<file path="config.mk">
export PLATFORM = sky130hd
export DESIGN_NAME = cache_merge_arb_flat
export DESIGN_NICKNAME = d
export VERILOG_FILES = /design/src/rtl/cache_ctrl_pkg.sv /design/src/rtl/cache_merge_arb_if.sv /design/src/rtl/cache_merge_arb_starve_cnt.sv /design/src/rtl/cache_merge_arb.sv /design/src/flat_wrapper.sv
export SDC_FILE = /design/constraint.sdc
export NUM_CORES = 1
export LEC_CHECK = 0
export ABC_AREA = 1
export BUFFER_PORTS_ARGS = -buffer_cell sky130_fd_sc_hd__buf_4
export CAP_MARGIN = 10
export CELL_PAD_IN_SITES_DETAIL_PLACEMENT = 0
export CELL_PAD_IN_SITES_GLOBAL_PLACEMENT = 1
export CORE_ASPECT_RATIO = 0.5
export CORE_MARGIN = 2
export CORE_UTILIZATION = 35
export CTS_CLUSTER_DIAMETER = 40
export DETAILED_ROUTE_END_ITERATION = 12
export GPL_TIMING_DRIVEN = 0
export PLACE_DENSITY = 0.82
export SKIP_CTS_REPAIR_TIMING = 1
export SYNTH_ARGS = -nofsm -noshare
export SYNTH_HDL_FRONTEND = slang
export SYNTH_SLANG_ARGS = --single-unit
</file>
<file path="constraint.sdc">
create_clock -name clk -period 3.2 [get_ports clk]
set_clock_uncertainty 0.1 [all_clocks]
set_input_delay 0.48 -clock clk [delete_from_list [all_inputs] [get_ports clk]]
set_output_delay 0.48 -clock clk [all_outputs]
set_load 0.05 [all_outputs]
</file>
<file path="src/rtl/cache_ctrl_pkg.sv">
// Shared definitions for the cache merge arbiter: default lane width and FSM encoding.
package cache_ctrl_pkg;

  localparam int CMERGE_DATA_W = 32;

  typedef enum logic {
    IDLE = 1'b0,
    LOCK = 1'b1
  } arb_state_e;

endpackage

</file>
<file path="src/rtl/cache_merge_arb_if.sv">
// Bus bundle between two requesters, the merge arbiter and the downstream sink.
// o_starve exists only when CMERGE_STARVE_MON_EN is defined.
interface cache_merge_arb_if
  import cache_ctrl_pkg::*;
#(
  parameter int DATA_W = CMERGE_DATA_W
) ();

  logic              i_req0;
  logic              i_req1;
  logic [DATA_W-1:0] i_data0;
  logic [DATA_W-1:0] i_data1;
  logic              i_last0;
  logic              i_last1;
  logic              o_gnt0;
  logic              o_gnt1;
  logic              o_valid;
  logic [DATA_W-1:0] o_data;
  logic              o_src;
  logic              i_ready;
`ifdef CMERGE_STARVE_MON_EN
  logic [1:0]        o_starve;
`endif

  // Requesters and downstream sink side.
  modport master (
    output i_req0, i_req1, i_data0, i_data1, i_last0, i_last1, i_ready,
`ifdef CMERGE_STARVE_MON_EN
    input  o_starve,
`endif
    input  o_gnt0, o_gnt1, o_valid, o_data, o_src
  );

  // Arbiter side.
  modport slave (
    input  i_req0, i_req1, i_data0, i_data1, i_last0, i_last1, i_ready,
`ifdef CMERGE_STARVE_MON_EN
    output o_starve,
`endif
    output o_gnt0, o_gnt1, o_valid, o_data, o_src
  );

endinterface

</file>
<file path="src/rtl/cache_merge_arb_starve_cnt.sv">
// Per-requester saturating wait counter with registered starvation flag.
// Only built when CMERGE_STARVE_MON_EN is defined.
`ifdef CMERGE_STARVE_MON_EN
module cmerge_starve_cnt #(
  parameter int MAX_WAIT = 8
) (
  input  logic clk,
  input  logic rstn,
  input  logic req_i,
  input  logic gnt_i,
  output logic starve_o
);

  localparam int CW = $clog2(MAX_WAIT + 1);

  logic [CW-1:0] cnt_q, cnt_d;
  logic          starve_q, starve_d;

  // Count waiting cycles, saturating at MAX_WAIT; a grant or a dropped request clears it.
  always_comb begin
    cnt_d    = cnt_q;
    starve_d = req_i & ~gnt_i & (cnt_q >= CW'(MAX_WAIT));
    if (req_i && !gnt_i) begin
      if (cnt_q < CW'(MAX_WAIT)) begin
        cnt_d = cnt_q + CW'(1);
      end else begin
        cnt_d = cnt_q;
      end
    end else begin
      cnt_d = '0;
    end
  end

  // Counter and flag registers.
  always_ff @(posedge clk or negedge rstn) begin
    if (!rstn) begin
      cnt_q    <= '0;
      starve_q <= 1'b0;
    end else begin
      cnt_q    <= cnt_d;
      starve_q <= starve_d;
    end
  end

  assign starve_o = starve_q;

endmodule
`endif

</file>
<file path="src/rtl/cache_merge_arb.sv">
// Two-input burst-locking round-robin merge arbiter with a one-deep registered output slot.
// Optional per-requester starvation monitor enabled by CMERGE_STARVE_MON_EN.
module cache_merge_arb
  import cache_ctrl_pkg::*;
#(
  parameter int DATA_W   = CMERGE_DATA_W,
  parameter int MAX_WAIT = 8
) (
  input logic              clk,
  input logic              rstn,
  cache_merge_arb_if.slave bus
);

  arb_state_e        state_q, state_d;
  logic              prio_q, prio_d;
  logic              owner_q, owner_d;
  logic              o_valid_q, o_valid_d;
  logic              o_src_q, o_src_d;
  logic [DATA_W-1:0] o_data_q, o_data_d;

  logic sel_s;
  logic slot_free_s;
  logic gnt0_s, gnt1_s, gnt_s;
  logic last_s;

  if (MAX_WAIT < 1) begin : g_bad_max_wait
    $error("cache_merge_arb: MAX_WAIT must be at least 1");
  end

  // Pick a requester: the burst owner while locked, otherwise prio unless it is idle.
  always_comb begin
    sel_s = 1'b0;
    if (state_q == LOCK) begin
      sel_s = owner_q;
    end else if (prio_q ? bus.i_req1 : bus.i_req0) begin
      sel_s = prio_q;
    end else begin
      sel_s = ~prio_q;
    end
  end

  assign slot_free_s = ~o_valid_q | bus.i_ready;
  assign gnt0_s      = ~sel_s & bus.i_req0 & slot_free_s;
  assign gnt1_s      =  sel_s & bus.i_req1 & slot_free_s;
  assign gnt_s       = gnt0_s | gnt1_s;
  assign last_s      = sel_s ? bus.i_last1 : bus.i_last0;

  // Output slot: load on grant, drain on ready, otherwise hold.
  always_comb begin
    o_valid_d = o_valid_q;
    o_data_d  = o_data_q;
    o_src_d   = o_src_q;
    if (gnt_s) begin
      o_valid_d = 1'b1;
      o_data_d  = sel_s ? bus.i_data1 : bus.i_data0;
      o_src_d   = sel_s;
    end else if (bus.i_ready) begin
      o_valid_d = 1'b0;
    end else begin
      o_valid_d = o_valid_q;
    end
  end

  // Burst lock FSM and round-robin pointer update.
  always_comb begin
    state_d = state_q;
    prio_d  = prio_q;
    owner_d = owner_q;
    case (state_q)
      IDLE: begin
        if (gnt_s) begin
          if (last_s) begin
            prio_d = ~sel_s;
          end else begin
            state_d = LOCK;
            owner_d = sel_s;
          end
        end else begin
          state_d = IDLE;
        end
      end
      LOCK: begin
        if (gnt_s && last_s) begin
          state_d = IDLE;
          prio_d  = ~owner_q;
        end else begin
          state_d = LOCK;
        end
      end
      default: begin
        state_d = IDLE;
      end
    endcase
  end

  // State and output registers.
  always_ff @(posedge clk or negedge rstn) begin
    if (!rstn) begin
      state_q   <= IDLE;
      prio_q    <= 1'b0;
      owner_q   <= 1'b0;
      o_valid_q <= 1'b0;
      o_src_q   <= 1'b0;
      o_data_q  <= '0;
    end else begin
      state_q   <= state_d;
      prio_q    <= prio_d;
      owner_q   <= owner_d;
      o_valid_q <= o_valid_d;
      o_src_q   <= o_src_d;
      o_data_q  <= o_data_d;
    end
  end

  assign bus.o_gnt0  = gnt0_s;
  assign bus.o_gnt1  = gnt1_s;
  assign bus.o_valid = o_valid_q;
  assign bus.o_data  = o_data_q;
  assign bus.o_src   = o_src_q;

`ifdef CMERGE_STARVE_MON_EN
  logic starve0_s, starve1_s;

  cmerge_starve_cnt #(.MAX_WAIT(MAX_WAIT)) u_starve0 (
    .clk      (clk),
    .rstn     (rstn),
    .req_i    (bus.i_req0),
    .gnt_i    (gnt0_s),
    .starve_o (starve0_s)
  );

  cmerge_starve_cnt #(.MAX_WAIT(MAX_WAIT)) u_starve1 (
    .clk      (clk),
    .rstn     (rstn),
    .req_i    (bus.i_req1),
    .gnt_i    (gnt1_s),
    .starve_o (starve1_s)
  );

  assign bus.o_starve = {starve1_s, starve0_s};
`endif

endmodule

</file>
<file path="src/flat_wrapper.sv">
// flat-port wrapper written by rule: the top's interface ports become plain ports
module cache_merge_arb_flat import cache_ctrl_pkg::*;
#(
  parameter int DATA_W   = CMERGE_DATA_W,
  parameter int MAX_WAIT = 8
)
  (clk, rstn, bus_i_req0, bus_i_req1, bus_i_data0, bus_i_data1, bus_i_last0, bus_i_last1, bus_i_ready, bus_o_gnt0, bus_o_gnt1, bus_o_valid, bus_o_data, bus_o_src);
  cache_merge_arb_if #(.DATA_W(DATA_W)) bus_i ();
  input logic clk;
  input logic rstn;
  input wire logic [$bits(bus_i.i_req0)-1:0] bus_i_req0;
  input wire logic [$bits(bus_i.i_req1)-1:0] bus_i_req1;
  input wire logic [$bits(bus_i.i_data0)-1:0] bus_i_data0;
  input wire logic [$bits(bus_i.i_data1)-1:0] bus_i_data1;
  input wire logic [$bits(bus_i.i_last0)-1:0] bus_i_last0;
  input wire logic [$bits(bus_i.i_last1)-1:0] bus_i_last1;
  input wire logic [$bits(bus_i.i_ready)-1:0] bus_i_ready;
  output wire logic [$bits(bus_i.o_gnt0)-1:0] bus_o_gnt0;
  output wire logic [$bits(bus_i.o_gnt1)-1:0] bus_o_gnt1;
  output wire logic [$bits(bus_i.o_valid)-1:0] bus_o_valid;
  output wire logic [$bits(bus_i.o_data)-1:0] bus_o_data;
  output wire logic [$bits(bus_i.o_src)-1:0] bus_o_src;
  assign bus_i.i_req0 = bus_i_req0;
  assign bus_i.i_req1 = bus_i_req1;
  assign bus_i.i_data0 = bus_i_data0;
  assign bus_i.i_data1 = bus_i_data1;
  assign bus_i.i_last0 = bus_i_last0;
  assign bus_i.i_last1 = bus_i_last1;
  assign bus_i.i_ready = bus_i_ready;
  assign bus_o_gnt0 = bus_i.o_gnt0;
  assign bus_o_gnt1 = bus_i.o_gnt1;
  assign bus_o_valid = bus_i.o_valid;
  assign bus_o_data = bus_i.o_data;
  assign bus_o_src = bus_i.o_src;
  cache_merge_arb #(.DATA_W(DATA_W), .MAX_WAIT(MAX_WAIT)) u_core (.clk(clk), .rstn(rstn), .bus(bus_i));
endmodule
</file>
Yosys cells after proc, flatten, opt, wreduce, memory -nomap -nowiden
Cells that the tools add are included.
Storage, ports and cells
  output and inout bits: 36
  logic and storage cells: 40
  bits in registers: 37
  bits of input ports: 71
Operators by class
  mux-type cells: 15
  bitwise gates (word level): 12
  equal/unequal tests: 3
  reduce and logical (&&, ||, !) cells: 4
Operators by type and width (number)
  $mux W32: 1
  $mux W1: 12
  $not A1 Y1: 6
  $reduce_and A3 Y1: 2
  $and A1 B1 Y1: 4
  $ne A2 B1 Y1 const B: 2
  $pmux W1 S2: 2
  $ne A2 B2 Y1 const B: 1
  $or A1 B1 Y1: 2
  $reduce_bool A2 Y1: 1
  $logic_and A1 B1 Y1: 1

Logic depth before layout (Yosys ltp)
Gate-level depths: netlist of the first run.
  depth after elaboration: 10
  gate-level depth with buffers: 10
  gate-level depth less buffers: 9

Worst setup path before layout of the first run
OpenSTA, ideal clock, no wires.
  path type: register -> output
  from: reg u_core.o_valid_q (netlist: u_core.bus.o_valid)
  to: out bus_o_gnt0
  cell stages (with the launch flop): 6
  path slack: 1.311 ns
  path buffers: 0
  data required time: 2.620 ns
  arrival time: 1.309 ns
  cells stage by stage: dfrtp_1 inv_1 nor2_1 nor2_1 nand2_4 inv_1
On the way
  cells in the longest elaborated chain, start to end: 3
Ends and longest elaborated chain
  from (decl): RTL line cache_merge_arb.sv:17  | logic o_valid_q, o_valid_d;
  from (signal assigned): RTL line cache_merge_arb.sv:109  | o_valid_q <= o_valid_d;
  $not A1 Y1: RTL line cache_merge_arb.sv:42  | assign slot_free_s = ~o_valid_q | bus.i_ready;
  $or A1 B1 Y1: RTL line cache_merge_arb.sv:42
  $and A1 B1 Y1: RTL line cache_merge_arb.sv:43  | assign gnt0_s = ~sel_s & bus.i_req0 & slot_free_s;
  to (decl): RTL line flat_wrapper.sv:18  | output wire logic [$bits(bus_i.o_gnt0)-1:0] bus_o_gnt0;
No other way between the ends.

Worst setup path in the final report of the first run
  from: reg u_core.prio_q
  to: out bus_o_gnt0
On the way
  cells in the longest elaborated chain, start to end: 6
  elaborated cells between the ends (all ways): 7
  those cells by class: 3 x mux; 4 x bitwise
Ends and longest elaborated chain
  from (decl): RTL line cache_merge_arb.sv:15  | logic prio_q, prio_d;
  from (signal assigned): RTL line cache_merge_arb.sv:107  | prio_q <= prio_d;
  $mux W1 / $not A1 Y1 (equally long branches): RTL line cache_merge_arb.sv:35, cache_merge_arb.sv:38
  $mux W1 (*): RTL line cache_merge_arb.sv:35  | end else if (prio_q ? bus.i_req1 : bus.i_req0) begin
  $mux W1 (*): RTL line cache_merge_arb.sv:33  | if (state_q == LOCK) begin
  $not A1 Y1 (*): RTL line cache_merge_arb.sv:43
  $and A1 B1 Y1 (*) (2 in series): RTL line cache_merge_arb.sv:43
Every way passes the cells marked *; elsewhere a longest branch is shown, timed or not.

==> results of run 1 <==
==> power by group through the flow <==
stage	Combinational [µW]	Clock (µW)	Sequential, µW
2_1_floorplan	1160	0	1600
3_3_place_gp	2580	0	851
3_5_place_dp	2610	0	858
4_1_cts	2620	479	854
5_1_grt	2770	510	884
6_report	2590	466	851
==> how the worst min path moves through the flow <==
stage	end	from	depth (start not counted)
final	u_core.bus.o_valid	rstn	1
after detailed placement	u_core.bus.o_src	u_core.bus.o_src	2
after CTS	u_core.bus.o_valid	rstn	1
after global placement	u_core.bus.o_src	u_core.bus.o_src	2
after global routing	u_core.bus.o_valid	rstn	1
after floorplan	async pin	rstn	0
==> cell usage after synthesis, types with 2 or more instances <==
cell and instances:
buf_12 4, inv_2 3, buf_4 2, nor2_1 3, nand3_2 2, nand3_1 6
nand2_4 2, clkbuf_1 3, nand2_1 77, dfrtp_1 37, inv_1 8, or2_2 32
o211ai_1 5, o211ai_2 27, buf_2 4
==> layer usage <==
metal | share of wire, % | vias to the layer above
li1 | - | 946
met1 | 44 | 915
met5 | 0 | -
met2 | 51 | 31
met4 | 0.63 | 0
met3 | 3.8 | 2
==> worst max-delay path, stage by stage (launching register included) <==
cell and delay, ps:
dfrtp_1 410, nand2_1 100, nand3_2 160, nand2_8 130, nand2_4 60, inv_1 60, buf_4 190
==> cell type report <==
| class | instances | area (µm²) |
|---|---|---|
| fillers | 520 | 2500 |
| multi-input cells | 159 | 993 |
| flip-flops and latches | 37 | 926 |
| repair buffers | 106 | 796 |
| clock buffers | 6 | 129 |
| plain buffers | 13 | 126 |
| well taps | 73 | 91.3 |
| inverters | 11 | 41.3 |
| clock inverters | 2 | 10.0 |
==> registers in the layout (all words and copies together), names as in the netlist, named ones only <==
register and flops:
u_core.bus.o_data 32, u_core.bus.o_src 1, u_core.bus.o_valid 1, u_core.owner_q 1
u_core.prio_q 1
==> logic make-up after synthesis <==
family / share of synthesized area, %
AO/OA/AOI/OAI: 18.5
buffers and inverters: 8.03
flip-flops: 44.4
AND/OR/NAND/NOR: 29.1
==> metrics by stage <==
stage	worst slack, ps	hold WS [ps]	utilization, %	power [µW]	instance area (µm²)
3_3_place_gp	1360	358	53.0	3430	2970
4_1_cts	1220	89.7	55.5	3950	3110
3_5_place_dp	1340	366	53.0	3470	2970
6_report	1220	64.3	55.5	3910	3110
2_1_floorplan	1310	84.4	-	2760	2090
5_1_grt	1130	111	55.5	4170	3110
==> results_dict.tcl, run 1 <==
set metrics [dict create \
    place_hpwl_um 4190 \
    dr.pass1.iters 8 \
    cts_tree "built" \
    endpoint_kind "output pin" \
    place_inst 399 \
    cts_buffer_depth 2 \
    syn_to_final_growth_pct 49.2 \
    vdd_drop_max_mv 0.427 \
    vias_per_cell 4.65 \
    hold_class "in2async" \
    synthesis.area_um2 2090 \
    pwr_density_cell_nw_per_um2 1250 \
    drtIter0Drc 80 \
    stdcell_count 407 \
    violations "design-rule violations" \
    p_sw_share_pct 51.2 \
    tightest_slew_ps 493 \
    critPathRequiredTime_ps 2620 \
    hold_viol 0 \
    synth_area_leader_cell "dfrtp_1" \
    pwr-share-comb_pct 66.3 \
    cts.clk_slew.worst_paths_ps 60 \
    nets 404 \
    cp-endpoint "bus_o_gnt0" \
    yosys_warnings 0 \
    drc_errors 4 \
    rsz0062_at_grt "false" \
    cp_max_fo 8 \
    via_count 1894 \
    synth_seq_area_share_pct 44.4 \
    cts.sinks 37 \
    synth_edf_count 0 \
    slew_viol_final 0 \
    ioPinCount 107 \
    critical_path_class "reg2out" \
    maxClockFrequency_mhz 506 \
    final_cell_mix "buf_4 (108), nand2_1 (77), dfrtp_1 (37)" \
    fin_crit_ps 1980 \
    cap_violations 0 \
    routedWlPerCell_um 13.3 \
    gr-max-usage-layer "met2" \
    cp-startpoint "u_core.prio_q" \
    overflow 0 \
    crit_path_start_kind "register" \
    synth_area_leaders "dfrtp_1 (44%), o211ai_2 (16%), nand2_1 (14%), or2_2 (9.6%), buf_12 (3.8%)" \
    synth-seq-cells 37 \
    antenna_found_initial 0 \
    cts_inserted_buffers 5 \
    clk_latency_ps 270 \
    p_seq_share_pct 21.8 \
    use_met3_pct 3.60 \
    rows 19 \
    dieHeight_um 58.6 \
    die_w_um 113 \
    internal-power_uw 1910 \
    async_flop_share_pct 100 \
    relSlewSlack_pct 67.1 \
    grtUsageMet2_pct 30.4 \
    fp.dieArea_um2 6630 \
    synth_ff_type "dfrtp_1" \
    track_usage_pct 16.6 \
    core_area_um2 5610 \
    grt_pass1_vias 1903 \
    clockRootBuffer "clkbuf_16" \
    drtAntennaViolNets 0 \
    rrSetupSlack_ps 1530 \
    grt_pass1_wl_um 8800 \
    drive_above_1_share_pct 57.2 \
    synth_cells 220 \
    clkPwrFrac_pct 11.9 \
    status "complete, but fails checks" \
    ys_types 20 \
    setup_viol 0 \
    htreeDepth 2 \
    synth_nets 291 \
    reg2reg_depth 8 \
    final_common_cell "buf_4" \
    synth_top_area_share_pct 44.4 \
    met1_usage_pct 20.6 \
    gp_congestion 0.804 \
    p_switching_uw 2000 \
    worstReg2RegStart "u_core.prio_q" \
    grt_start_max_net_pins 38 \
    p_leak_uw 0.00163 \
    layout_worst_path_cycle_share_pct 61.7 \
    totalWireLength_um 5420 \
    rr_endpoint "u_core.bus.o_data[29]" \
    critPathArrivalTime_ps 1400 \
    final.setup.tns_ps 0 \
    numPortBuffers 106 \
    synth.avg_cell_area_um2 9.49 \
    initial_core_util_pct 37.2 \
    antenna_cells 0 \
]
No activity file was read; power rests on OpenSTA's default activity.
==> inputs of run 2 (changes only) <==
Settings changed: ABC_AREA 1 to 0, CORE_UTILIZATION 35 to 32, PLACE_DENSITY 0.82 to 0.74.
Clock period 3.2 ns to 1.65 ns, I/O delays scaled along.
==> run 2 against run 1 <==
Effect of this change: the flow finishes with violations (negative setup slack); clock power is 150% higher; die area increased by 29%; first-iteration DRC count up 120%; sequential cell count unchanged; non-clock buffer count rose by 30; via count increased by 43%; final cell count is 21% higher; global-route usage rose by 4.1 points; hold slack improved by 78 ps; total power grew 120%; synthesized area grew 20%; largest power group unchanged.
==> results_dict.tcl, run 2 <==
set metrics [dict create \
    status "complete, but fails checks" \
    violations "negative setup slack" \
    dieHeight_um 66.5 \
    synth_area_leader_cell "dfrtp_1" \
    rows 22 \
    clk_latency_ps 280 \
    pre_cts_slack_ps -296 \
    cts_tree "built" \
    cp_top_family "simple AND/OR/NAND/NOR gates" \
    die_w_um 129 \
    synth.avg_cell_area_um2 9.77 \
    drtIter0Drc 177 \
    design_area_um2 3940 \
    setup_viol 34 \
    maxClockFrequency_mhz 513 \
    synth_nets 327 \
    grt_start_max_net_pins 38 \
    place_inst 470 \
    clockRootBuffer "clkbuf_16" \
    stdcell_count 493 \
    crit_slowest_cell "dfrtp_2" \
    cp_common_cell "buf_8" \
    fp.dieArea_um2 8580 \
    initial_core_util_pct 33.5 \
    nets 455 \
    synth_top_area_share_pct 37.0 \
    largest_reg_flops 32 \
    synth_cells 256 \
    vias_per_cell 5.49 \
    p_leak_uw 0.00214 \
    endpoint_kind "output pin" \
    place_hpwl_um 6250 \
    drive_above_1_share_pct 42.9 \
    critical_path_class "reg2out" \
    whs_ps 143 \
    cts_buffer_depth 2 \
    crit_chain "nand2b_4 -> nand2_8 -> buf_8 -> o21ai_4 -> and3_4 -> buf_8" \
    fillers 681 \
    fin_crit_ps 1950 \
    crit_path_start_kind "register" \
    grt_pass1_vias 2795 \
    cts.sinks 37 \
    synth-seq-cells 37 \
    layout_worst_path_cycle_share_pct 118 \
    drc_errors 0 \
    slew_viol_final 0 \
    ioPinCount 107 \
    vdd_drop_max_mv 0.966 \
    final.setup.tns_ps -5650 \
    worst_slack_ps -298 \
    critPathRequiredTime_ps 1300 \
    antenna_cells 0 \
    pwr_density_cell_nw_per_um2 2190 \
    gp_congestion 0.759 \
    final_common_cell "buf_4" \
    numPortBuffers 106 \
    synth_ff_type "dfrtp_1" \
    drtAntennaViolNets 0 \
    core_area_um2 7460 \
    cts.clk_slew.worst_paths_ps 60 \
    cap_violations 0 \
    synth_most_common_cell "dfrtp_1" \
    critPathBufInv 2 \
    dr.pass1.iters 5 \
    synthesis.area_um2 2500 \
    tightest_slew_ps 563 \
    totalWireLength_um 8980 \
    syn_to_final_growth_pct 57.6 \
    ys_types 28 \
    critPathArrivalTime_ps 1600 \
    grt_pass1_wl_um 14100 \
    synth_edf_count 0 \
    async_flop_share_pct 100 \
    track_usage_pct 20.8 \
    cp_max_fo 4 \
    cts_inserted_buffers 5 \
    max_stage_delay_ps 410 \
    overflow 0 \
    synth_seq_area_share_pct 37.0 \
    hold_viol 0 \
    antenna_found_initial 0 \
    synth_area_leaders "dfrtp_1 (37%), mux2i_1 (13%), a22o_1 (12%), a211o_1 (11%), and3_1 (8.3%)" \
    hold_class "in2reg" \
    synthTopCellsByCount "dfrtp_1 (37), a22o_1 (33), and3_1 (33), mux2i_1 (33)" \
    final_cell_mix "buf_4 (114), dfrtp_1 (35), mux2i_1 (33), a22o_1 (33), a211o_1 (32)" \
    place_area_um2 3460 \
    routedWlPerCell_um 18.2 \
    yosys_warnings 0 \
    via_count 2708 \
    htreeDepth 2 \
    relSlewSlack_pct 62.4 \
    rsz0062_at_grt "true" \
]
==> run 2: changes by cell type after synthesis, sizes merged, moves of 2 or more <==
cell / change
o21ai: +2
o211ai: -31
buf: +3
nand2b: +4
a211o: +32
and3: +33
nand3: -8
mux2i: +33
nand2: -75
inv: -10
or2: -33
a22o: +33
a21oi: +32
clkbuf: +12
==> run 2: per-layer routing <==
metal | vias up | GRT usage, % | part of all wire (%)
met2 | 94 | 36.2 | 50
met5 | - | 0 | 0
met1 | 1341 | 27.2 | 44
li1 | 1261 | - | -
met4 | 0 | 5.57 | 1.2
met3 | 12 | 3.13 | 4.9
==> run 2: worst register-to-register path, cell delays in order, from the launching register on <==
cell and delay [ps]:
dfrtp_2 440, nand2b_4 200, buf_4 160, buf_6 120, buf_8 130, and3_1 180, a211o_1 260, a22o_1 180
==> run 2: where the power goes <==
part	leakage (µW)	internal, µW	switching, µW
clock network	0.0000841	756	392
registers	0.000442	1370	318
logic	0.00162	2360	3460
==> run 2: cell type report <==
| cell class | count | area [µm²] | area share [%] |
|---|---|---|---|
| buffer | 27 | 201 | 5.11 |
| clock buffer | 7 | 143 | 3.62 |
| clock inverter | 1 | 30.0 | 0.762 |
| inverter | 1 | 3.75 | 0.0952 |
| multi-input combinational | 190 | 1540 | 39.1 |
| sequential | 37 | 928 | 23.5 |
| tap | 108 | 135 | 3.43 |
| timing repair buffer | 122 | 961 | 24.4 |
==> run 2: cells by family after synthesis <==
group / count (synthesis) / share of synthesized area [%]
flops: 37 / 37.0
buf+inv: 29 / 5.30
simple gates: 48 / 11.4
mux: 34 / 13.7
compound gates: 108 / 32.6
==> run 2: worst paths after layout <==
kind,from,end,slack (ps),depth (start not counted)
max,u_core.prio_q,bus_o_gnt1,-300,6
min,bus_i_last0,u_core.owner_q,140,3
max reg2reg,u_core.prio_q,u_core.bus.o_data[16],-230,7
min reg2reg,u_core.bus.o_data[31],u_core.bus.o_data[31],410,1
max in group asynchronous,rstn,u_core.prio_q,680,2
min in group asynchronous,rstn,u_core.bus.o_src,380,2
==> run 2: per-stage QoR <==
| step | util (%) | total power, µW |
|---|---|---|
| global route | 52.9 | 9080 |
| CTS | 48.7 | 8070 |
| detailed placement | 46.4 | 6900 |
| finish | 52.9 | 8650 |
| global placement | 46.4 | 6800 |
| floorplan | - | 5360 |
